`config.mk`:
```
export PLATFORM = sky130hd
export DESIGN_NAME = add_accumulator
export DESIGN_NICKNAME = d
export VERILOG_FILES = /design/src/rtl/add_acc_pkg.sv /design/src/rtl/adder.sv /design/src/rtl/add_accumulator.sv
export SDC_FILE = /design/constraint.sdc
export NUM_CORES = 1
export LEC_CHECK = 0
export ABC_CLOCK_PERIOD_IN_PS = 2500
export CORE_UTILIZATION = 54
export CTS_BUF_LIST = sky130_fd_sc_hd__clkbuf_4
export DETAILED_ROUTE_END_ITERATION = 12
export MAX_ROUTING_LAYER = met4
export PLACE_DENSITY = 0.81
export SYNTH_ARGS = -nofsm -noshare
export SYNTH_HDL_FRONTEND = slang
export SYNTH_SLANG_ARGS = --single-unit
export TNS_END_PERCENT = 50
```
`constraint.sdc`:
```
create_clock -name clk -period 2.5 [get_ports clk]
set_input_delay 0.5 -clock clk [delete_from_list [all_inputs] [get_ports clk]]
set_output_delay 0.5 -clock clk [all_outputs]
set_load 0.05 [all_outputs]
```
`src/rtl/add_acc_pkg.sv`:
```
`default_nettype none
// ============================================================================
// Module      : add_acc_pkg
// Description : Shared definitions for the add_accumulator block: frame state
//               encoding, default widths and a saturating-increment helper.
// Revision    : 1.0 - initial release
// ============================================================================
package add_acc_pkg;

    localparam int C_DEF_N     = 6;
    localparam int C_DEF_CNT_W = 4;

    // ACCUM: collecting operands of the current frame.
    // HOLD : frame result presented, waiting for the consumer.
    typedef enum logic [0:0] {
        ACCUM = 1'b0,
        HOLD  = 1'b1
    } acc_state_t;

    // Adds inc to val but never past max. Kept 32 bits wide so any counter
    // width up to 32 can share it; callers zero-extend and truncate.
    function automatic logic [31:0] sat_inc(input logic [31:0] val,
                                            input logic        inc,
                                            input logic [31:0] max);
        if (inc && (val != max))
            sat_inc = val + 32'd1;
        else
            sat_inc = val;
    endfunction

endpackage
`default_nettype wire

```
`src/rtl/adder.sv`:
```
`default_nettype none
// ============================================================================
// Module      : adder
// Description : N-bit combinational adder with carry-out.
//   a, b : N-bit addends
//   s    : N-bit sum (a + b mod 2^N)
//   c    : carry-out of the addition
// Revision    : 1.0 - initial release
// ============================================================================
module adder #(
    parameter int N = 6
) (
    input  logic [N-1:0] a,
    input  logic [N-1:0] b,
    output logic [N-1:0] s,
    output logic         c
);

    assign {c, s} = a + b;

endmodule
`default_nettype wire

```
`src/rtl/add_accumulator.sv`:
```
`default_nettype none
// ============================================================================
// Module      : add_accumulator
// Description : Streaming multi-operand accumulator. Operands are summed
//               through one adder instance; carry-outs are counted so the
//               frame result is carry_cnt * 2^N + sum. A beat with in_last
//               closes the frame and the result is offered on a valid/ready
//               output until the consumer takes it.
//   clk, rst_n         : clock (rising edge), async active-low reset
//   in_valid/in_ready  : operand handshake; in_data operand, in_last frame end
//   out_valid/out_ready: result handshake
//   out_sum            : low N bits of the frame sum
//   out_carry_cnt      : adder carry-outs in the frame (saturating)
//   out_count          : operands in the frame (saturating)
//   out_ovf            : a counter saturated during the frame
// Revision    : 1.0 - initial release
// ============================================================================
module add_accumulator
    import add_acc_pkg::*;
#(
    parameter int N     = C_DEF_N,
    parameter int CNT_W = C_DEF_CNT_W
) (
    input  logic             clk,
    input  logic             rst_n,
    input  logic             in_valid,
    output logic             in_ready,
    input  logic [N-1:0]     in_data,
    input  logic             in_last,
    output logic             out_valid,
    input  logic             out_ready,
    output logic [N-1:0]     out_sum,
    output logic [CNT_W-1:0] out_carry_cnt,
    output logic [CNT_W-1:0] out_count,
    output logic             out_ovf
);

    localparam logic [CNT_W-1:0] C_CNT_MAX = '1;

    acc_state_t       r_state;
    acc_state_t       w_state_nxt;
    logic             r_ready_en;   // holds in_ready low until the first clock after reset
    logic [N-1:0]     r_acc;
    logic [CNT_W-1:0] r_carry_cnt;
    logic [CNT_W-1:0] r_count;
    logic             r_ovf;

    logic [N-1:0]     w_s;
    logic             w_c;
    logic             w_accept;
    logic [CNT_W-1:0] w_carry_nxt;
    logic [CNT_W-1:0] w_count_nxt;
    logic             w_ovf_nxt;

    adder #(.N(N)) u_adder (
        .a (r_acc),
        .b (in_data),
        .s (w_s),
        .c (w_c)
    );

    assign in_ready  = (r_state == ACCUM) && r_ready_en;
    assign out_valid = (r_state == HOLD);
    assign w_accept  = in_valid && in_ready;

    // Post-update counter values for an accepted beat.
    always_comb begin
        w_carry_nxt = CNT_W'(sat_inc(32'(r_carry_cnt), w_c,  32'(C_CNT_MAX)));
        w_count_nxt = CNT_W'(sat_inc(32'(r_count),     1'b1, 32'(C_CNT_MAX)));
        w_ovf_nxt   = r_ovf
                    || (w_c && (r_carry_cnt == C_CNT_MAX))
                    || (r_count == C_CNT_MAX);
    end

    always_comb begin
        w_state_nxt = r_state;
        case (r_state)
            ACCUM:   if (w_accept && in_last) w_state_nxt = HOLD;
            HOLD:    if (out_ready)           w_state_nxt = ACCUM;
            default:                          w_state_nxt = ACCUM;
        endcase
    end

    always_ff @(posedge clk or negedge rst_n) begin
        if (!rst_n) begin
            r_state       <= ACCUM;
            r_ready_en    <= 1'b0;
            r_acc         <= '0;
            r_carry_cnt   <= '0;
            r_count       <= '0;
            r_ovf         <= 1'b0;
            out_sum       <= '0;
            out_carry_cnt <= '0;
            out_count     <= '0;
            out_ovf       <= 1'b0;
        end else begin
            r_state    <= w_state_nxt;
            r_ready_en <= 1'b1;
            if (w_accept) begin
                r_acc       <= w_s;
                r_carry_cnt <= w_carry_nxt;
                r_count     <= w_count_nxt;
                r_ovf       <= w_ovf_nxt;
                if (in_last) begin
                    out_sum       <= w_s;
                    out_carry_cnt <= w_carry_nxt;
                    out_count     <= w_count_nxt;
                    out_ovf       <= w_ovf_nxt;
                end
            end else if ((r_state == HOLD) && out_ready) begin
                // Result consumed: start the next frame from zero. The out_*
                // registers keep the last result for observation.
                r_acc       <= '0;
                r_carry_cnt <= '0;
                r_count     <= '0;
                r_ovf       <= 1'b0;
            end
        end
    end

endmodule
`default_nettype wire

```
# Word-level counts from Yosys, hierarchy flattened

Cells that the tools add are included.

Flip-flop bits (word level): 32
Logic and storage cells: 40
Output and inout port bits: 17

Eq/ne operators: 4
Reductions and logical operators: 10
Add/subtract/negate cells: 3
Muxes and demuxes: 12
Bitwise operators: 1

Operators by type and width:

| operator              | count |
|---|---|
| $mux W4               | 5 |
| $mux W6               | 2 |
| $add A4 B1 Y4 const B | 2 |
| $eq A4 B4 Y1 const B  | 2 |
| $ne A4 B4 Y1 const B  | 2 |
| $add A6 B6 Y7         | 1 |
| $logic_and A1 B1 Y1   | 6 |
| $mux W1               | 4 |
| $logic_or A1 B1 Y1    | 2 |
| $pmux W1 S2           | 1 |
| $reduce_and A2 Y1     | 1 |
| $reduce_bool A2 Y1    | 1 |
| $not A1 Y1            | 1 |

# Logic depth before layout (Yosys ltp)

Word-level depth: 6
Gate-level depth with buffers: 7

# Hierarchy

From an unflattened synthesis, not the netlist that was laid out.

Cells, all modules: 153
Area, all modules: 1657.8 um^2

By module, submodules not included:

| module          | times used | area an instance (um^2) | cells an instance |
|---|---|---|---|
| add_accumulator | 1          | 1415.1                  | 125 |
| adder           | 1          | 242.7                   | 28 |

# Least setup slack after synthesis

Ideal clock, no wire load.

Path type: input-to-reg
Start point: input port in_data[0]
End point: register r_carry_cnt[2]
Setup slack: 0.374 ns
Setup time: 0.127 ns
Stages: 7
Arrival: 2.000 ns
Cells stage by stage: ha_1 -> fa_1 -> a211oi_2 -> o21ai_2 -> o211ai_1 -> nor2_1 -> o2bb2a_1

Longest elaborated chain between the ends: 4

RTL lines:

| element              | line                   | source |
|---|---|---|
| start, declared      | add_accumulator.sv:28  | `input logic [N-1:0] in_data,` |
| $add A6 B6 Y7        | adder.sv:19            | `assign {c, s} = a + b;` |
| $logic_and A1 B1 Y1  | add_acc_pkg.sv:25      | `if (inc && (val != max))` |
| $mux W4              | add_acc_pkg.sv:25      |  |
| $mux W4              | add_accumulator.sv:99  | `if (w_accept) begin` |
| end signal, assigned | add_accumulator.sv:101 | `r_carry_cnt <= w_carry_nxt;` |
| end, declared        | add_accumulator.sv:44  | `logic [CNT_W-1:0] r_carry_cnt;` |

No other way between the ends.
A chain may end at the register's enable or synchronous reset.

# Worst setup path after layout

Ends and elaborated chain as after synthesis.

==> impl_metrics.csv <==
group,metric,value,unit
logic_synthesis,syn_area_per_cell,10.5,um^2
logic_synthesis,synth-edff-count,0,
global_route,grt_pass1_wl,5350,um
logic_synthesis,yosys-top-cells-area,"dfrtp_1 50%, o21ai_0 8.1%, ha_1 6.2%",
finish,utilization,72.4,%
clocking,post_cts_resized,0,
clocking,cts_setup_buffers,0,
timing,timing.final.crit_share,90.6,%
timing,tightestPinTransition,0.499,ns
critical_path,crit_type,"in2reg",
critical_path,crit_required,2.73,ns
global_route,overflow,0,
logic_synthesis,synth_top_cell_area_share,49.9,%
clocking,cts_made_buffers,5,
clocking,clk_latency,0.34,ns
global_route,grt_pass1_vias,1203,
clocking,clock-root-buffer,"clkbuf_4",
critical_path,slowest_delay,0.41,ns
floorplan,io_pins,28,
floorplan,dieHeight,56.5,um
detailed_routing,dr.pass1.iters,4,
timing,drv_slew,0,
place,io_buffers,27,
detailed_routing,drt_wl_total,3200,um
finish,drive_gt1_share,12.1,%
worst_hold_path,holdCritPathClass,"reg2reg",
place,hpwl,2270,um
logic_synthesis,post-synth-top-area-cell,"dfrtp_1",
global_route,grt_usage,22.9,%
logic_synthesis,synth-seq-area-share,49.9,%
critical_path,path_cells,"clkdlybuf4s50_1 > ha_1 > fa_1 > a211oi_2 > o21ai_2 > o211ai_1 > nor2_1 > o2bb2a_1",
global_route,antenna_found_initial,0,
timing,rsz0062_at_grt,"false",
run,drv_cap,0,
logic_synthesis,async_reset_ff_share,100,%
pwr,peakVddDrop,882,uV
finish,fillCellCount,215,
pwr,power,0.00224,W
clocking,cts_tree,"done",
timing,max_slew_margin,66.7,%
run_status,status,"finished, final reports clean",
detailed_routing,viasPerCell,5.64,
detailed_routing,drc,0,
pwr,power.leakage,0.928,nW
critical_path,cp_max_fo,3,
critical_path,cp_data_arrival_time,2.49,ns
floorplan,core,0.00278,mm^2
logic_synthesis,netlist_area,0.00161,mm^2
detailed_routing,avgRoutedWirePerCell,14.5,um
clocking,h-tree-depth,2,
timing,finalSetupViolCount,0,
logic_synthesis,synth-main-ff-cell,"dfrtp_1",
critical_path,cp-end-kind,"register",
clocking,clockBufferDepth,2,
finish,fin_nets,209,
critical_path,crit_path_start_kind,"primary input",
place,placed_area,0.00194,mm^2
logic_synthesis,ys_types,38,
detailed_routing,num_vias,1247,
timing,clock_skew,0.00381,ns
global_route,grt_max_degree,33,
logic_synthesis,ys_ff_latch,32,
timing,period_minus_slack,2.26,ns
pwr,power_density,1110,mW/mm^2
floorplan,die_area,0.00320,mm^2
clocking,hold_buffers,0,
floorplan,fp-row-count,19,
logic_synthesis,syn_nets,173,
finish,syn2layout_area_growth,25.5,%
timing,final_hold_viol_count,0,
floorplan,fp.dieW,56.5,um
floorplan,initial_core_util,57.7,%
place,place_congestion,0.849,
clocking,clkSlewWorstSetupHoldPaths,0.10,ns
logic_synthesis,synth_top_cells_by_count,"32 x dfrtp_1, 26 x o21ai_0, 24 x nand2_1",
detailed_routing,drtIter0Drc,29,
logic_synthesis,ys_warn_count,0,
critical_path,slowest_stage,"clkdlybuf4s50_1",
logic_synthesis,postSynthCellCount,153,
timing,fmax,0.442,GHz
finish,num_antenna_cells,0,
finish,stdcell_area,0.00201,mm^2
detailed_routing,ant_nets,0,
clocking,cts.sinks,32,
logic_synthesis,yosysMostFrequentCell,"dfrtp_1",
[through the flow]
step | setup TNS, ns | setup WS [ns] | hold WS, ns | cells
floorplan | 0 | 0.374 | 0.204 | 153
global placement | -0.169 | -0.0511 | 0.461 | 213
detailed placement | -0.418 | -0.107 | 0.470 | 213
CTS | 0 | 0.242 | 0.493 | 221
global route | 0 | 0.144 | 0.521 | 221
finish | 0 | 0.236 | 0.487 | 221
[state kept, by name, summed over array words and instances, names as in the netlist]
| register | flops |
|---|---|
| out_valid | 1 |
| r_ready_en | 1 |
| out_carry_cnt | 4 |
| out_sum | 6 |
| out_ovf | 1 |
| r_ovf | 1 |
| r_count | 4 |
| out_count | 4 |
| r_acc | 6 |
| r_carry_cnt | 4 |
[routing by layer]
metal	GRT usage (%)	up-vias	routed length (um)
met5	-	-	0
met4	6.62	0	48
li1	-	615	-
met1	28.6	601	1450
met2	36.3	26	1580
met3	6.91	5	121
[path summary, 6_finish.rpt]
path	start	slack (ns)	cells past startpoint	end
min in group asynchronous	rst_n	0.55	2	out_carry_cnt[0]
worst max register to register	r_acc[0]	0.43	7	r_carry_cnt[2]
worst min register to register	out_count[3]	0.49	2	out_count[3]
worst min-delay path	out_count[3]	0.49	2	out_count[3]
max in group asynchronous	rst_n	1.66	2	r_ovf
worst max-delay path	in_data[0]	0.24	8	r_carry_cnt[2]
[report_power, final]
part	switching, W	internal (W)	total, W
sequential	0.000109	0.000673	0.000782
combinational	0.000652	0.000419	0.00107
clock	0.000180	0.000204	0.000384
[cell usage in the layout (no fill, tap or decap), types with 3 or more instances in the layout]
cell / instances
a21oi_1: 7
a22o_1: 3
buf_4: 5
clkbuf_4: 5
clkdlybuf4s50_1: 27
dfrtp_1: 32
ha_1: 8
mux2_2: 3
mux2i_1: 4
nand2_1: 24
nand3_1: 4
nor2_1: 3
o21ai_0: 26
xnor2_1: 3
xor2_1: 4
[worst max-delay path: cells and delay by family]
kind / cells / cell delay [ns]
AO/OA/AOI/OAI: 4 / 0.89
AND/OR/NAND/NOR: 1 / 0.06
buffers and inverters: 1 / 0.41
adder cells (fa/ha/maj): 2 / 0.63
[final cells by class]
class	instances	area, um^2	share of cell area, %
Inverter	2	7.51	0.373
Multi-Input combinational cell	115	764	38.0
Tap cell	31	38.8	1.93
Timing Repair Buffer	33	328	16.3
Clock buffer	5	37.5	1.86
Clock inverter	3	37.5	1.86
Sequential cell	32	801	39.8
[cells by family after synthesis]
| kind of cell | after synthesis | share of synthesized area [%] |
|---|---|---|
| xor+xnor | 7 | 3.82 |
| simple gates | 40 | 11.5 |
| buf+inv | 6 | 2.49 |
| other cells | 1 | 0.234 |
| fa+ha+maj | 9 | 7.48 |
| flops | 32 | 49.9 |
| mux | 7 | 4.60 |
| compound gates | 51 | 20.0 |
No activity file was read; power rests on OpenSTA's default activity.
